==> config.mk <==
export PLATFORM = sky130hd
export DESIGN_NAME = input_conditioner_flat
export DESIGN_NICKNAME = d
export VERILOG_FILES = /design/src/rtl/input_cond_pkg.sv /design/src/rtl/input_conditioner_if.sv /design/src/rtl/input_conditioner_debounce_cell.sv /design/src/rtl/input_conditioner.sv /design/src/flat_wrapper.sv
export SDC_FILE = /design/constraint.sdc
export NUM_CORES = 1
export LEC_CHECK = 0
export BUFFER_PORTS_ARGS = -buffer_cell sky130_fd_sc_hd__buf_2
export CAP_MARGIN = 10
export CORE_ASPECT_RATIO = 1.25
export CORE_MARGIN = 2
export CORE_UTILIZATION = 50
export DETAILED_ROUTE_END_ITERATION = 12
export GPL_TIMING_DRIVEN = 0
export PLACE_DENSITY = 0.66
export SYNTH_ARGS = -nofsm -noshare
export SYNTH_HDL_FRONTEND = slang
export SYNTH_SLANG_ARGS = --single-unit
==> constraint.sdc <==
create_clock -name clk_50 -period 19.5 [get_ports clk_50]
set_clock_uncertainty 0.15 [all_clocks]
set_input_delay 3.9 -clock clk_50 [delete_from_list [all_inputs] [get_ports clk_50]]
set_output_delay 3.9 -clock clk_50 [all_outputs]
set_load 0.01 [all_outputs]
==> src/rtl/input_cond_pkg.sv <==
// Shared types and helpers for the board input conditioner.
package input_cond_pkg;

  localparam int DB_CYCLES_50MHZ_10MS = 500000;

  // Counter width for a debounce window of n cycles (at least one bit).
  function automatic int db_width(input int n);
    return ($clog2(n) < 1) ? 1 : $clog2(n);
  endfunction

  typedef struct packed {
    logic level;
    logic rise;
    logic fall;
  } db_out_t;

endpackage

==> src/rtl/input_conditioner_if.sv <==
// Raw pad inputs and conditioned outputs of input_conditioner, grouped as one bus.
interface input_conditioner_if #(
  parameter int NUM_BTN = 4,
  parameter int NUM_SW  = 9
);
  logic [NUM_BTN-1:0] btn_raw;
  logic [NUM_SW-1:0]  sw_raw;
  logic [NUM_BTN-1:0] btn_latch_clr;
  logic [NUM_BTN-1:0] btn_clean;
  logic [NUM_SW-1:0]  sw_clean;
  logic [NUM_BTN-1:0] btn_press;
  logic [NUM_BTN-1:0] btn_release;
  logic [NUM_BTN-1:0] btn_latched;

  modport master (
    output btn_raw, sw_raw, btn_latch_clr,
    input  btn_clean, sw_clean, btn_press, btn_release, btn_latched
  );

  modport slave (
    input  btn_raw, sw_raw, btn_latch_clr,
    output btn_clean, sw_clean, btn_press, btn_release, btn_latched
  );
endinterface

==> src/rtl/input_conditioner_debounce_cell.sv <==
// One input bit: 2-flop synchroniser, optional inversion, counter debounce and
// registered rise/fall pulses that coincide with the accepted level change.
module debounce_cell
  import input_cond_pkg::*;
#(
  parameter int DB_CYCLES   = DB_CYCLES_50MHZ_10MS,
  parameter bit RESET_LEVEL = 1'b0,
  parameter bit INVERT      = 1'b0
) (
  input  logic    clk,
  input  logic    rst,
  input  logic    raw,
  output db_out_t q
);
  localparam int             CW   = db_width(DB_CYCLES);
  localparam logic [CW-1:0]  LAST = CW'(DB_CYCLES - 1);

  logic          sync1_reg;
  logic          sync2_reg;
  logic          stable_reg;
  logic          rise_reg;
  logic          fall_reg;
  logic [CW-1:0] count_reg;
  logic          level;

  assign level = sync2_reg ^ INVERT;

  always_ff @(posedge clk or posedge rst) begin
    if (rst) begin
      sync1_reg  <= RESET_LEVEL;
      sync2_reg  <= RESET_LEVEL;
      stable_reg <= 1'b0;
      rise_reg   <= 1'b0;
      fall_reg   <= 1'b0;
      count_reg  <= '0;
    end else begin
      sync1_reg <= raw;
      sync2_reg <= sync1_reg;
      rise_reg  <= 1'b0;
      fall_reg  <= 1'b0;
      if (level == stable_reg) begin
        count_reg <= '0;
      end else if (count_reg == LAST) begin
        // Pulse is raised on the same edge that accepts the level, so it is
        // high during the one cycle following the change of stable.
        stable_reg <= level;
        count_reg  <= '0;
        rise_reg   <= level;
        fall_reg   <= ~level;
      end else begin
        count_reg <= count_reg + 1'b1;
      end
    end
  end

  assign q.level = stable_reg;
  assign q.rise  = rise_reg;
  assign q.fall  = fall_reg;

endmodule

==> src/rtl/input_conditioner.sv <==
// Debounces board buttons/switches into clean active-high levels plus button
// press/release pulses. Define INPUT_COND_STICKY_EN for sticky press flags.
module input_conditioner
  import input_cond_pkg::*;
#(
  parameter int NUM_BTN        = 4,
  parameter int NUM_SW         = 9,
  parameter int DB_CYCLES      = DB_CYCLES_50MHZ_10MS,
  parameter int BTN_ACTIVE_LOW = 1
) (
  input logic                clk_50,
  input logic                reset,
  input_conditioner_if.slave bus
);
  localparam bit BTN_INV = (BTN_ACTIVE_LOW != 0);

  db_out_t            btn_db [NUM_BTN];
  db_out_t            sw_db  [NUM_SW];
  logic [NUM_BTN-1:0] btn_level;
  logic [NUM_BTN-1:0] btn_rise;
  logic [NUM_BTN-1:0] btn_fall;
  logic [NUM_SW-1:0]  sw_level;
  logic [NUM_SW-1:0]  sw_rise_unused;
  logic [NUM_SW-1:0]  sw_fall_unused;
  logic               unused_inputs;

  genvar gi;

  // Buttons idle at the inactive pad level, so the synchroniser resets there.
  generate
    for (gi = 0; gi < NUM_BTN; gi++) begin : g_btn
      debounce_cell #(
        .DB_CYCLES  (DB_CYCLES),
        .RESET_LEVEL(BTN_INV),
        .INVERT     (BTN_INV)
      ) u_cell (
        .clk(clk_50),
        .rst(reset),
        .raw(bus.btn_raw[gi]),
        .q  (btn_db[gi])
      );
      assign btn_level[gi] = btn_db[gi].level;
      assign btn_rise[gi]  = btn_db[gi].rise;
      assign btn_fall[gi]  = btn_db[gi].fall;
    end

    for (gi = 0; gi < NUM_SW; gi++) begin : g_sw
      debounce_cell #(
        .DB_CYCLES  (DB_CYCLES),
        .RESET_LEVEL(1'b0),
        .INVERT     (1'b0)
      ) u_cell (
        .clk(clk_50),
        .rst(reset),
        .raw(bus.sw_raw[gi]),
        .q  (sw_db[gi])
      );
      assign sw_level[gi]       = sw_db[gi].level;
      assign sw_rise_unused[gi] = sw_db[gi].rise;
      assign sw_fall_unused[gi] = sw_db[gi].fall;
    end
  endgenerate

  assign bus.btn_clean   = btn_level;
  assign bus.sw_clean    = sw_level;
  assign bus.btn_press   = btn_rise;
  assign bus.btn_release = btn_fall;

`ifdef INPUT_COND_STICKY_EN
  logic [NUM_BTN-1:0] latched_reg;

  // A press arriving together with a clear keeps the flag set.
  always_ff @(posedge clk_50 or posedge reset) begin
    if (reset) begin
      latched_reg <= '0;
    end else begin
      latched_reg <= (latched_reg & ~bus.btn_latch_clr) | btn_rise;
    end
  end

  assign bus.btn_latched = latched_reg;
  assign unused_inputs   = ^{sw_rise_unused, sw_fall_unused};
`else
  assign bus.btn_latched = '0;
  assign unused_inputs   = ^{sw_rise_unused, sw_fall_unused, bus.btn_latch_clr};
`endif

endmodule
==> src/flat_wrapper.sv <==
// flat-port wrapper written by rule: the top's interface ports become plain ports
module input_conditioner_flat import input_cond_pkg::*;
#(
  parameter int NUM_BTN        = 4,
  parameter int NUM_SW         = 9,
  parameter int DB_CYCLES      = DB_CYCLES_50MHZ_10MS,
  parameter int BTN_ACTIVE_LOW = 1
)
  (clk_50, reset, bus_btn_raw, bus_sw_raw, bus_btn_latch_clr, bus_btn_clean, bus_sw_clean, bus_btn_press, bus_btn_release, bus_btn_latched);
  input_conditioner_if #(.NUM_BTN(NUM_BTN), .NUM_SW(NUM_SW)) bus_i ();
  input logic clk_50;
  input logic reset;
  input wire logic [$bits(bus_i.btn_raw)-1:0] bus_btn_raw;
  input wire logic [$bits(bus_i.sw_raw)-1:0] bus_sw_raw;
  input wire logic [$bits(bus_i.btn_latch_clr)-1:0] bus_btn_latch_clr;
  output wire logic [$bits(bus_i.btn_clean)-1:0] bus_btn_clean;
  output wire logic [$bits(bus_i.sw_clean)-1:0] bus_sw_clean;
  output wire logic [$bits(bus_i.btn_press)-1:0] bus_btn_press;
  output wire logic [$bits(bus_i.btn_release)-1:0] bus_btn_release;
  output wire logic [$bits(bus_i.btn_latched)-1:0] bus_btn_latched;
  assign bus_i.btn_raw = bus_btn_raw;
  assign bus_i.sw_raw = bus_sw_raw;
  assign bus_i.btn_latch_clr = bus_btn_latch_clr;
  assign bus_btn_clean = bus_i.btn_clean;
  assign bus_sw_clean = bus_i.sw_clean;
  assign bus_btn_press = bus_i.btn_press;
  assign bus_btn_release = bus_i.btn_release;
  assign bus_btn_latched = bus_i.btn_latched;
  input_conditioner #(.NUM_BTN(NUM_BTN), .NUM_SW(NUM_SW), .DB_CYCLES(DB_CYCLES), .BTN_ACTIVE_LOW(BTN_ACTIVE_LOW)) u_core (.clk_50(clk_50), .reset(reset), .bus(bus_i));
endmodule
-- Yosys cells after proc, flatten, opt, wreduce, memory -nomap -nowiden
Cells that the tools add are included.
- add/subtract/negate cells: 13
- eq/ne operators: 26
- multiplexer cells: 42
- bitwise operators: 17
- reduce and logical (&&, ||, !) cells: 13
- operators with widths (operator ; count):
    2-to-1 mux 19 bit ; 26
    adder 19 x 1 -> 19 bit (second input constant) ; 13
    equality test 19 bit (second input constant) ; 13
    AND reduction 2 bit ; 13
    NOT 1 bit ; 17
    2-to-1 mux 1 bit ; 16
    equality test 1 bit ; 13
- bits in registers: 294
- input port bits: 19
- output and inout port bits: 25

-- Longest topological paths before layout
- depth after elaboration: 4
- depth in mapped cells: 7
- depth with buffers taken out: 5

-- Hierarchy
A second synthesis with hierarchy kept.
- cells, all modules: 1474
- area, all modules: 15722.6 µm²
- by module, submodules not included (module ; times used ; cells each ; area an instance (µm²)):
    debounce_cell at u_core.g_sw[0].u_cell ... ; 9 ; 113 ; 1214.9
    debounce_cell at u_core.g_btn[0].u_cell ... ; 4 ; 113 ; 1188.6
    input_conditioner ; 1 ; 5 ; 33.8

-- Worst setup path after synthesis
Ideal clock, no wire load.
- kind: register to output
- from: register u_core.g_btn[0].u_cell.stable_reg
- to: output bus_btn_clean[0]
- data arrival time: 0.546 ns
- data required time: 15.450 ns
- setup slack: 14.904 ns
- cell stages (with the launch flop): 2
- buffers on the path: 1
- path through: dfrtp_1 -> buf_4
- RTL lines (what ; line ; RTL):
    from (decl) ; input_conditioner_debounce_cell.sv:20 ; logic stable_reg;
    from (signal assigned) ; input_conditioner_debounce_cell.sv:46 ; stable_reg <= level;
    to (decl) ; flat_wrapper.sv:16 ; output wire logic [$bits(bus_i.btn_clean)-1:0] bus_btn_clean;
No word-level cell between the ends.

-- Final worst setup path
- from: register u_core.g_btn[0].u_cell.stable_reg
- to: output bus_btn_clean[0]
No word-level cell between the ends.

==> out/results.md <==
Synthesis
* count of state elements after synthesis: 294
* Distinct cells, synth: 45
* area share of the leading cell type in the synthesized netlist: 0.511
* mean post-synth cell area: 10.1 µm²
* warnings from Yosys: 0
* top cell type by total area after synthesis: sky130_fd_sc_hd__dfrtp_1
* number of enable flip-flop cells after synthesis: 0
* share of synthesized area occupied by flip-flops and latches: 0.526
* list of most frequent post-synthesis cells: 286 x sky130_fd_sc_hd__dfrtp_1, 198 x sky130_fd_sc_hd__nor2_1, 114 x sky130_fd_sc_hd__xnor2_1
* cell count after synthesis: 1391
* netlist area before placement: 14000 µm²
* flip-flop cell with the highest count after synthesis: sky130_fd_sc_hd__dfrtp_1
* top cells by area in the synthesized netlist: sky130_fd_sc_hd__dfrtp_1 51%, sky130_fd_sc_hd__xnor2_1 7.1%, sky130_fd_sc_hd__nor2_1 5.3%, sky130_fd_sc_hd__xor2_1 3.3%, sky130_fd_sc_hd__nand3_1 3.2%
* share of synthesized flip-flops with an asynchronous set or reset: 1.00
* most common cell in the netlist: sky130_fd_sc_hd__dfrtp_1

Floorplanning
* die width: 154 µm
* die area: 29400 µm²
* starting density of the core: 0.508
* IO Count: 44
* placement row count: 68
* core area: 27600 µm²
* Die H: 191 µm

STA
* accumulated negative setup slack: 0 ns
* maximum operating frequency: 188 MHz
* max-slew violation count: 0
* Final Cycle Share: 0.273
* unrepaired setup endpoints after global routing: no
* Hold Violations, Final: 0
* Slew @ Worst Pin: 0.985 ns
* fin crit period: 5.32 ns
* final setup vio count: 0
* worst max-slew margin expressed relative to the limit: 0.338

CTS
* CTS tree: built
* quantity of gates resized following cts: 0
* number of buffers inserted during clock tree synthesis: 31
* clock slew at reported path FFs: 0.06 ns
* htree depth: 1
* number of buffers on the longest clock path: 3
* insertion delay of the later-clocked pin in the worst-skew pair: 0.55 ns
* hold-fix buffers at CTS: 0
* Root Buffer Master: sky130_fd_sc_hd__clkbuf_16
* clk sinks: 294
* count of buffers added by post-CTS timing repair for setup: 0

GRT
* via count of the first global-routing pass: 10.2k
* maximum number of pins on one net before global-route repair: 117
* global-route wire length before repair: 45.4 mm
* overall routing resource usage: 0.176
* initial antenna violation count: 0
* grt total ovfl: 0

Drt
* remaining design rule violation count: 0
* aggregate routed wire length: 25.1 mm
* first-pass iteration count of the detailed router: 4
* DRT iter0 DRCs: 480
* number of nets with antenna violations after routing: 0
* via count of the routed design: 10.2k
* final routed wire length divided by cell count: 13.7 µm
* via-per-instance ratio: 5.54

Run
* max-cap viol count: 0

Worst setup path
* Crit path arrival time: 1.27 ns
* kind of cell adding the most delay to the critical path: flip-flops
* slack of the worst reg-to-reg path: 16.83 ns
* crit path launch type: flop
* Buf/Inv on CP: 2
* start-to-end type of the worst setup path: reg -> out
* required time at the worst-slack endpoint: 15.45 ns
* Worst path max stage delay: 0.44 ns
* cell with the largest stage delay on the worst path: sky130_fd_sc_hd__dfrtp_1
* Worst setup EP type: output port
* Critical Path, Cell by Cell: buf_4, buf_2
* highest net fanout along the worst path: 5

Power
* power density over cell area: 79.7 nW/µm²
* peak supply drop: 63.2 µV
* static leakage power: 6.35 nW
* overall power: 1.25 mW

Final layout
* fraction of final layout cells with drive strength greater than 1: 0.106
* number of fill cells in the layout: 2404
* diode insertion count for antenna repair: 0
* P&R area growth vs syn: 12.3%
* number of flip-flops in the largest register: 171
* Layout Nets: 1496
* final non-filler cell area: 15700 µm²

Worst hold path
* type of the most critical hold path: reg -> reg

Status
* run status: finished clean

Placed design
* Area after DPL: 14700 µm²
* HPWL after detailed placement: 16.7 mm
* RePlAce Congestion: 0.777
* number of buffer cells added on primary ports: 35

per-stage QoR:
step	hold WS [ns]	cells	util	setup WS, ns
after global placement	0.183	1779	0.531	4.10
after global routing	0.208	1838	0.571	14.12
after CTS	0.198	1838	0.571	14.16
after detailed placement	0.185	1781	0.533	13.84
after floorplan	0.181	1394	-	7.34
final	0.196	1838	0.571	14.18
worst register-to-register path, stage by stage (launching register included):
cell and delay [ns]:
sky130_fd_sc_hd__dfrtp_1 0.39, sky130_fd_sc_hd__ha_1 0.22, sky130_fd_sc_hd__nand4_1 0.31, sky130_fd_sc_hd__or2_2 0.42
sky130_fd_sc_hd__o31ai_2 0.54, sky130_fd_sc_hd__clkbuf_1 0.41, sky130_fd_sc_hd__nor2_1 0.11
placed cells by master, fill, tap and decap left out, drive strengths merged, types with 6 or more instances in the layout:
| master | instances |
|---|---|
| a21oi | 68 |
| and2 | 13 |
| and3 | 14 |
| and4 | 15 |
| buf | 74 |
| clkbuf | 67 |
| dfrtp | 286 |
| dfstp | 8 |
| ha | 13 |
| inv | 44 |
| mux2 | 9 |
| nand2 | 73 |
| nand3 | 89 |
| nand3b | 6 |
| nand4 | 53 |
| nor2 | 198 |
| nor3 | 29 |
| nor4 | 33 |
| o21ai | 43 |
| o31ai | 42 |
| or2 | 11 |
| or3 | 46 |
| or4 | 47 |
| or4b | 11 |
| xnor2 | 114 |
| xor2 | 52 |
power by group:
| part | internal (mW) | switching (mW) | leakage [nW] |
|---|---|---|---|
| sequential | 0.620 | 0.00856 | 4.01 |
| clock | 0.353 | 0.233 | 0.516 |
| combinational | 0.0120 | 0.0278 | 1.83 |
| total | 0.985 | 0.270 | 6.35 |
area by class of cell:
type	instances	area, µm²	share of cell area
flip-flops and latches	294	7370	0.468
multi-input cells	1002	6150	0.391
clock buffers	50	977	0.0621
well taps	350	438	0.0278
plain buffers	54	335	0.0213
repair buffers	37	230	0.0146
inverters	44	173	0.0110
clock inverters	7	62.6	0.00398
worst paths after layout:
path	startpoint	to	cells after the start
max in group asynchronous	reset	u_core.g_btn[0].u_cell.count_reg[17]$_DFF_PP0_	4
worst max register to register	u_core.g_btn[3].u_cell.count_reg[0]$_DFF_PP0_	u_core.g_btn[3].u_cell.count_reg[12]$_DFF_PP0_	6
worst max-delay path	u_core.g_btn[0].u_cell.stable_reg$_DFFE_PP0P_	bus_btn_clean[0]	2
min in group asynchronous	reset	u_core.g_sw[7].u_cell.sync1_reg$_DFF_PP0_	2
worst min register to register	u_core.g_sw[4].u_cell.sync1_reg$_DFF_PP0_	u_core.g_sw[4].u_cell.level$_DFF_PP0_	0
worst min-delay path	u_core.g_sw[4].u_cell.sync1_reg$_DFF_PP0_	u_core.g_sw[4].u_cell.level$_DFF_PP0_	0
cell families after synthesis:
| logic type | Yosys count | share of synthesized area |
|---|---|---|
| buffers and inverters | 98 | 0.0357 |
| AOI/OAI and AO/OA | 155 | 0.0685 |
| adders and majority gates | 13 | 0.0116 |
| and+or+nand+nor | 654 | 0.246 |
| DFF | 294 | 0.526 |
| other | 1 | 0.000268 |
| muxes | 10 | 0.00795 |
| xor gates and xnor gates | 166 | 0.104 |
metal layers:
metal  track usage  share of wire  wire [µm]
met3        0.0252          0.030        744
met4        0.0441          0.015        379
met2         0.317           0.50      12500
met5             0              0          0
met1         0.223           0.46      11500
Note: power is estimated with default switching activity, not from simulation.
